--- src/rtl/sram_port_arbiter.sv ---
// Arbitrates the single SRAM port between instruction fetch and data memory.
// Define SRAM_ARB_RR_EN for round-robin arbitration instead of fixed MEM-over-IF priority.
module sram_port_arbiter #(
    parameter int unsigned ADDR_W      = 32,
    parameter int unsigned DATA_W      = 32,
    parameter int unsigned WAIT_CYCLES = 2
) (
    input  logic              clk,
    input  logic              rst,
    input  logic              if_req,
    input  logic [ADDR_W-1:0] if_addr,
    output logic [DATA_W-1:0] if_rdata,
    output logic              if_valid,
    output logic              stall_if,
    input  logic              mem_req,
    input  logic              mem_we,
    input  logic [3:0]        mem_be,
    input  logic [ADDR_W-1:0] mem_addr,
    input  logic [DATA_W-1:0] mem_wdata,
    output logic [DATA_W-1:0] mem_rdata,
    output logic              mem_valid,
    output logic              stall_mem,
    input  logic              flush,
    output logic              sram_en,
    output logic [3:0]        sram_we,
    output logic [ADDR_W-1:0] sram_addr,
    output logic [DATA_W-1:0] sram_wdata,
    input  logic [DATA_W-1:0] sram_rdata
);

    typedef enum logic [1:0] {StIdle, StBusyIf, StBusyMem} state_e;

    localparam logic [3:0] LastCnt = 4'(WAIT_CYCLES - 1);

    state_e            state_q, state_d;
    logic [3:0]        cnt_q, cnt_d;
    logic              drop_q, drop_d;
    logic [ADDR_W-1:0] addr_q, addr_d;
    logic              we_q, we_d;
    logic [3:0]        be_q, be_d;
    logic [DATA_W-1:0] wdata_q, wdata_d;
    logic [DATA_W-1:0] if_rdata_q, if_rdata_d;
    logic [DATA_W-1:0] mem_rdata_q, mem_rdata_d;
    logic              if_valid_q, if_valid_d;
    logic              mem_valid_q, mem_valid_d;

    logic if_pend, mem_pend, grant_if, grant_mem;

`ifdef SRAM_ARB_RR_EN
    logic last_if_q, last_if_d;

    always_comb begin
        last_if_d = last_if_q;
        if (state_q == StIdle && (grant_if || grant_mem)) begin
            last_if_d = grant_if;
        end
    end

    always_ff @(posedge clk) begin
        if (rst) begin
            last_if_q <= 1'b0;
        end else begin
            last_if_q <= last_if_d;
        end
    end
`endif

    // A requester whose completion is pulsing this cycle is not re-granted.
    always_comb begin
        if_pend  = if_req && !if_valid_q;
        mem_pend = mem_req && !mem_valid_q;
`ifdef SRAM_ARB_RR_EN
        grant_if = if_pend && (!mem_pend || !last_if_q);
`else
        grant_if = if_pend && !mem_pend;
`endif
        grant_mem = mem_pend && !grant_if;
    end

    always_comb begin
        state_d     = state_q;
        cnt_d       = cnt_q;
        drop_d      = drop_q;
        addr_d      = addr_q;
        we_d        = we_q;
        be_d        = be_q;
        wdata_d     = wdata_q;
        if_rdata_d  = if_rdata_q;
        mem_rdata_d = mem_rdata_q;
        if_valid_d  = 1'b0;
        mem_valid_d = 1'b0;

        unique case (state_q)
            StIdle: begin
                if (grant_mem) begin
                    state_d = StBusyMem;
                    cnt_d   = 4'd0;
                    addr_d  = mem_addr;
                    we_d    = mem_we;
                    be_d    = mem_be;
                    wdata_d = mem_wdata;
                end else if (grant_if) begin
                    state_d = StBusyIf;
                    cnt_d   = 4'd0;
                    addr_d  = if_addr;
                    we_d    = 1'b0;
                    be_d    = 4'b0;
                    wdata_d = '0;
                    drop_d  = flush;
                end
            end
            StBusyIf: begin
                cnt_d = cnt_q + 4'd1;
                if (flush) begin
                    drop_d = 1'b1;
                end
                if (cnt_q == LastCnt) begin
                    state_d    = StIdle;
                    cnt_d      = 4'd0;
                    if_rdata_d = sram_rdata;
                    // A flush on the last cycle still kills the fetch.
                    if_valid_d = !(drop_q || flush);
                    drop_d     = 1'b0;
                end
            end
            StBusyMem: begin
                cnt_d = cnt_q + 4'd1;
                if (cnt_q == LastCnt) begin
                    state_d     = StIdle;
                    cnt_d       = 4'd0;
                    mem_rdata_d = we_q ? '0 : sram_rdata;
                    mem_valid_d = 1'b1;
                end
            end
            default: begin
                state_d = StIdle;
            end
        endcase
    end

    always_ff @(posedge clk) begin
        if (rst) begin
            state_q     <= StIdle;
            cnt_q       <= 4'd0;
            drop_q      <= 1'b0;
            addr_q      <= '0;
            we_q        <= 1'b0;
            be_q        <= 4'b0;
            wdata_q     <= '0;
            if_rdata_q  <= '0;
            mem_rdata_q <= '0;
            if_valid_q  <= 1'b0;
            mem_valid_q <= 1'b0;
        end else begin
            state_q     <= state_d;
            cnt_q       <= cnt_d;
            drop_q      <= drop_d;
            addr_q      <= addr_d;
            we_q        <= we_d;
            be_q        <= be_d;
            wdata_q     <= wdata_d;
            if_rdata_q  <= if_rdata_d;
            mem_rdata_q <= mem_rdata_d;
            if_valid_q  <= if_valid_d;
            mem_valid_q <= mem_valid_d;
        end
    end

    always_comb begin
        sram_en    = (state_q != StIdle);
        sram_we    = (sram_en && we_q) ? be_q : 4'b0;
        sram_addr  = addr_q;
        sram_wdata = wdata_q;
        if_rdata   = if_rdata_q;
        mem_rdata  = mem_rdata_q;
        if_valid   = if_valid_q;
        mem_valid  = mem_valid_q;
        stall_if   = if_req && !if_valid_q;
        stall_mem  = mem_req && !mem_valid_q;
    end

endmodule
--- config.mk ---
export PLATFORM = sky130hd
export DESIGN_NAME = sram_port_arbiter
export DESIGN_NICKNAME = d
export VERILOG_FILES = /design/src/rtl/sram_port_arbiter.sv
export SDC_FILE = /design/constraint.sdc
export NUM_CORES = 1
export LEC_CHECK = 0
export ABC_AREA = 0
export CAP_MARGIN = 20
export CORE_MARGIN = 1
export CORE_UTILIZATION = 25
export CTS_BUF_LIST = sky130_fd_sc_hd__clkbuf_4
export DETAILED_ROUTE_END_ITERATION = 16
export SLEW_MARGIN = 20
export SYNTH_ARGS = -nofsm -noshare
export SYNTH_HDL_FRONTEND = slang
export SYNTH_SLANG_ARGS = --single-unit
--- constraint.sdc ---
create_clock -name clk -period 3.4 [get_ports clk]
set_input_delay 0.68 -clock clk [delete_from_list [all_inputs] [get_ports clk]]
set_output_delay 0.68 -clock clk [all_outputs]
set_load 0.05 [all_outputs]
==> run_results.csv <==
group,metric,value,unit
yosys,syn_area,5263,µm²
clock_network,post-cts-setup-buffers,0,
power_and_ir_drop,power.share.switching,0.4123,
placed_design,placement.io_buffers,274,
worst_setup_path,path_depth,4,
sta,setup_viol,0,
clock_network,cts_tree,"yes",
worst_setup_path,required,2.72,ns
yosys,synth_seq_area_share,0.5402,
power_and_ir_drop,power.clock.fraction,0.204,
yosys,syn_nets,724,
clock_network,clock_latency,0.51,ns
power_and_ir_drop,power_density,618.7,nW/µm²
route,drtIter0Drc,247,
clock_network,cts_buffer_depth,2,
route,detail_route.vias_per_cell,4.511,
yosys,avgSynthCellArea,9.058,µm²
route,first_pass_iters,6,
worst_setup_path,cpLargestDelayFamily,"buffers and inverters",
outcome,status,"finished, final reports clean",
worst_setup_path,r2r-start,"state_q[1]",
power_and_ir_drop,p_leak,3.141,nW
yosys,yosysWarnings,0,
sta,worstMarginPinSlew,0.8298,ns
finish,drive_gt1_frac,0.06118,
sta,slew_violations,0,
floorplanning,die_x,147.1,µm
finish,syn2layout_area_growth,61.55,%
worst_setup_path,rrSetupSlack,1.31,ns
clock_network,clk_pin_slew,0.12,ns
route,routed_wl,16800,µm
finish,finish.utilization,0.4162,
route,routedWlPerCell,14.98,µm
global_routing,grt_pass1_vias,4797,
global_routing,grt_first_pass_wirelength,26390,µm
floorplanning,start_util,0.2576,
power_and_ir_drop,irDropWorstVdd,0.3022,mV
run,drv_cap,0,
floorplanning,die_h,147.1,µm
route,route.antenna.remaining_nets,0,
sta,setup_tns,0,ns
finish,final_common_cell,"clkdlybuf4s50_1",
worst_setup_path,r2r-end,"sram_addr[20]",
placed_design,dpl.hpwl,11450,µm
power_and_ir_drop,internal_power,3.091,mW
worst_setup_path,end_kind,"output pin",
power_and_ir_drop,p_seq_frac,0.383,
power_and_ir_drop,p_sw,2.169,mW
worst_setup_path,cp_slowest_stage_delay,0.84,ns
placed_design,post_dp_cell_area,8217,µm²
worst_setup_path,critPathSlowestCell,"clkdlybuf4s50_1",
worst_setup_path,reg2reg_depth,7,
route,vias,5057,
yosys,synth_cell_types,40,
floorplanning,num_rows,52,
worst_setup_path,crit_fanout,8,
sta,fin_crit_sh,0.8783,
worst_setup_path,crit_end,"sram_en",
worst_setup_path,critPathLaunchType,"flip-flop",
floorplanning,dieArea,21630,µm²
power_and_ir_drop,combPwrFrac,0.414,
worst_setup_path,crit_buf_inv,3,
sta,slew_headroom,0.4468,
yosys,postSynthCellCount,581,
worst_setup_path,crit_start,"state_q[0]",
global_routing,track_usage,0.1556,
worst_setup_path,crit_type,"flip-flop to output pin",
finish,nets,980,
finish,fin_area,8502,µm²
global_routing,gr-total-overflow,0,
floorplanning,core,20430,µm²
clock_network,cts_buffers,17,
sta,fmax,334.9,MHz
worst_setup_path,crit_chain,"inv_1 > ha_1 > inv_4 > clkdlybuf4s50_1",
worst_setup_path,cp_data_arrival_time,2.31,ns
sta,hold_viol_final,0,
finish,layout_common_cells,"clkdlybuf4s50_1 (267), dfxtp_1 (142), nand2_1 (134)",
global_routing,antenna_found_initial,1,
global_routing,grt_max_degree,76,
clock_network,clock_sinks,142,
route,drc,0,
clock_network,cts_hold_buf,0,
placed_design,gp_congestion,0.7532,
floorplanning,ioPinCount,275,
sta,rsz0062_at_grt,"no",
sta,finClkSkew,0.02257,ns
yosys,ys_ff_latch,142,
clock_network,root_buffer,"clkbuf_4",
clock_network,h-tree-depth,4,
sta,period_needed,2.986,ns
hold_path,hold_class,"flip-flop to flip-flop",
==> state kept, by name, summed over array words and instances (netlist names) <==
name and flops:
mem_valid 1, sram_wdata 32, mem_rdata 32, state_q 2
be_q 4, if_rdata 32, if_valid 1, we_q 1
drop_q 1, sram_addr 32, cnt_q 4
==> what timing repair did <==
| item | 4_1_cts | 5_1_grt |
|---|---|---|
| endpoints found under the hold margin | 0 | 0 |
| setup endpoints to repair | 0 | 4 |
| resized for setup | 0 | 4 |
==> synthesized netlist by cell type, drive strengths merged <==
library cell    n  share of area
nand2         134          0.096
clkbuf         24          0.017
bufinv          1         0.0033
a22oi          37          0.053
nor4            2         0.0036
dfxtp         142           0.54
nor2b           1         0.0012
and2            5         0.0059
ha              5          0.012
nor2           72          0.051
or4             1         0.0014
or3b            1         0.0017
nor3b           1         0.0024
a22o           32          0.053
o21a            1         0.0014
clkinv          1         0.0017
o2111ai         2         0.0033
mux2i           1         0.0019
a211oi          1         0.0014
nand2b          3         0.0064
buf            22          0.024
nand3           1        0.00095
a21oi          41          0.041
a21o            1         0.0014
nor3            2         0.0040
inv             5         0.0040
or3             2         0.0024
a311oi         32          0.053
or4b            1         0.0019
nand4           1         0.0012
o21ai           5         0.0069
o211ai          1         0.0014
==> worst reg2reg max path, delay by kind of cell (launching register included) <==
| kind | cells | cell delay [ns] |
|---|---|---|
| AO/OA/AOI/OAI | 2 | 0.43 |
| adder cells (fa/ha/maj) | 1 | 0.38 |
| buffers and inverters | 3 | 0.72 |
| flip-flops | 1 | 0.34 |
| AND/OR/NAND/NOR | 1 | 0.12 |
==> cell type report <==
| cell class | count | area [µm²] |
|---|---|---|
| Timing Repair Buffer | 283 | 2825 |
| Antenna cell | 1 | 2.502 |
| Sequential cell | 142 | 2843 |
| Inverter | 7 | 47.55 |
| Multi-Input combinational cell | 386 | 2173 |
| Clock buffer | 17 | 127.6 |
| Clock inverter | 15 | 145.1 |
| Tap cell | 270 | 337.8 |
| Fill cell | 2085 | 11930 |
==> power by group through the flow <==
stage	Combinational, mW	Sequential [mW]	Clock (mW)
6_report	2.18	2.01	1.07
5_1_grt	2.33	2.04	1.21
4_1_cts	2.20	2.02	1.13
3_5_place_dp	2.20	2.05	0
3_3_place_gp	2.19	2.05	0
2_1_floorplan	0.752	2.73	0
==> worst min path at each step <==
stage | start | endpoint | cells after the start
5_1_grt | if_rdata[13] | if_rdata[13] | 2
6_report | if_rdata[3] | if_rdata[3] | 2
2_1_floorplan | drop_q | if_valid | 1
3_5_place_dp | if_rdata[3] | if_rdata[3] | 2
4_1_cts | if_rdata[26] | if_rdata[26] | 2
3_3_place_gp | if_rdata[16] | if_rdata[16] | 2
==> per-layer routing <==
metal  vias to the layer above  wire, µm  GRT usage
li1                       2539         -          -
met1                      2360      7361     0.1982
met2                       148      8192     0.2507
met3                        10      1110    0.05776
met4                         0       132    0.03196
met5                         -         0          0
==> stage by stage <==
stage	power (mW)	std cells	hold WS [ns]	setup WS [ns]
6_report	5.260	1121	0.4601	0.4138
5_1_grt	5.586	1121	0.4825	0.1786
4_1_cts	5.348	1120	0.4626	0.04489
3_5_place_dp	4.245	1088	0.4473	0.6768
3_3_place_gp	4.238	1088	0.4421	0.7038
2_1_floorplan	3.484	581	0.4210	1.380
==> kinds of logic (layout without fill, tap and decap cells) <==
group	after synthesis	after routing	share of synthesized area
AND/OR/NAND/NOR	227	227	0.1800
multiplexers	1	1	0.001902
other	0	1	0
flip-flops	142	142	0.5402
buffers and inverters	53	322	0.04969
AO/OA/AOI/OAI	153	153	0.2164
adder cells (fa/ha/maj)	5	5	0.01189
Note: power is estimated with default switching activity, not from simulation.
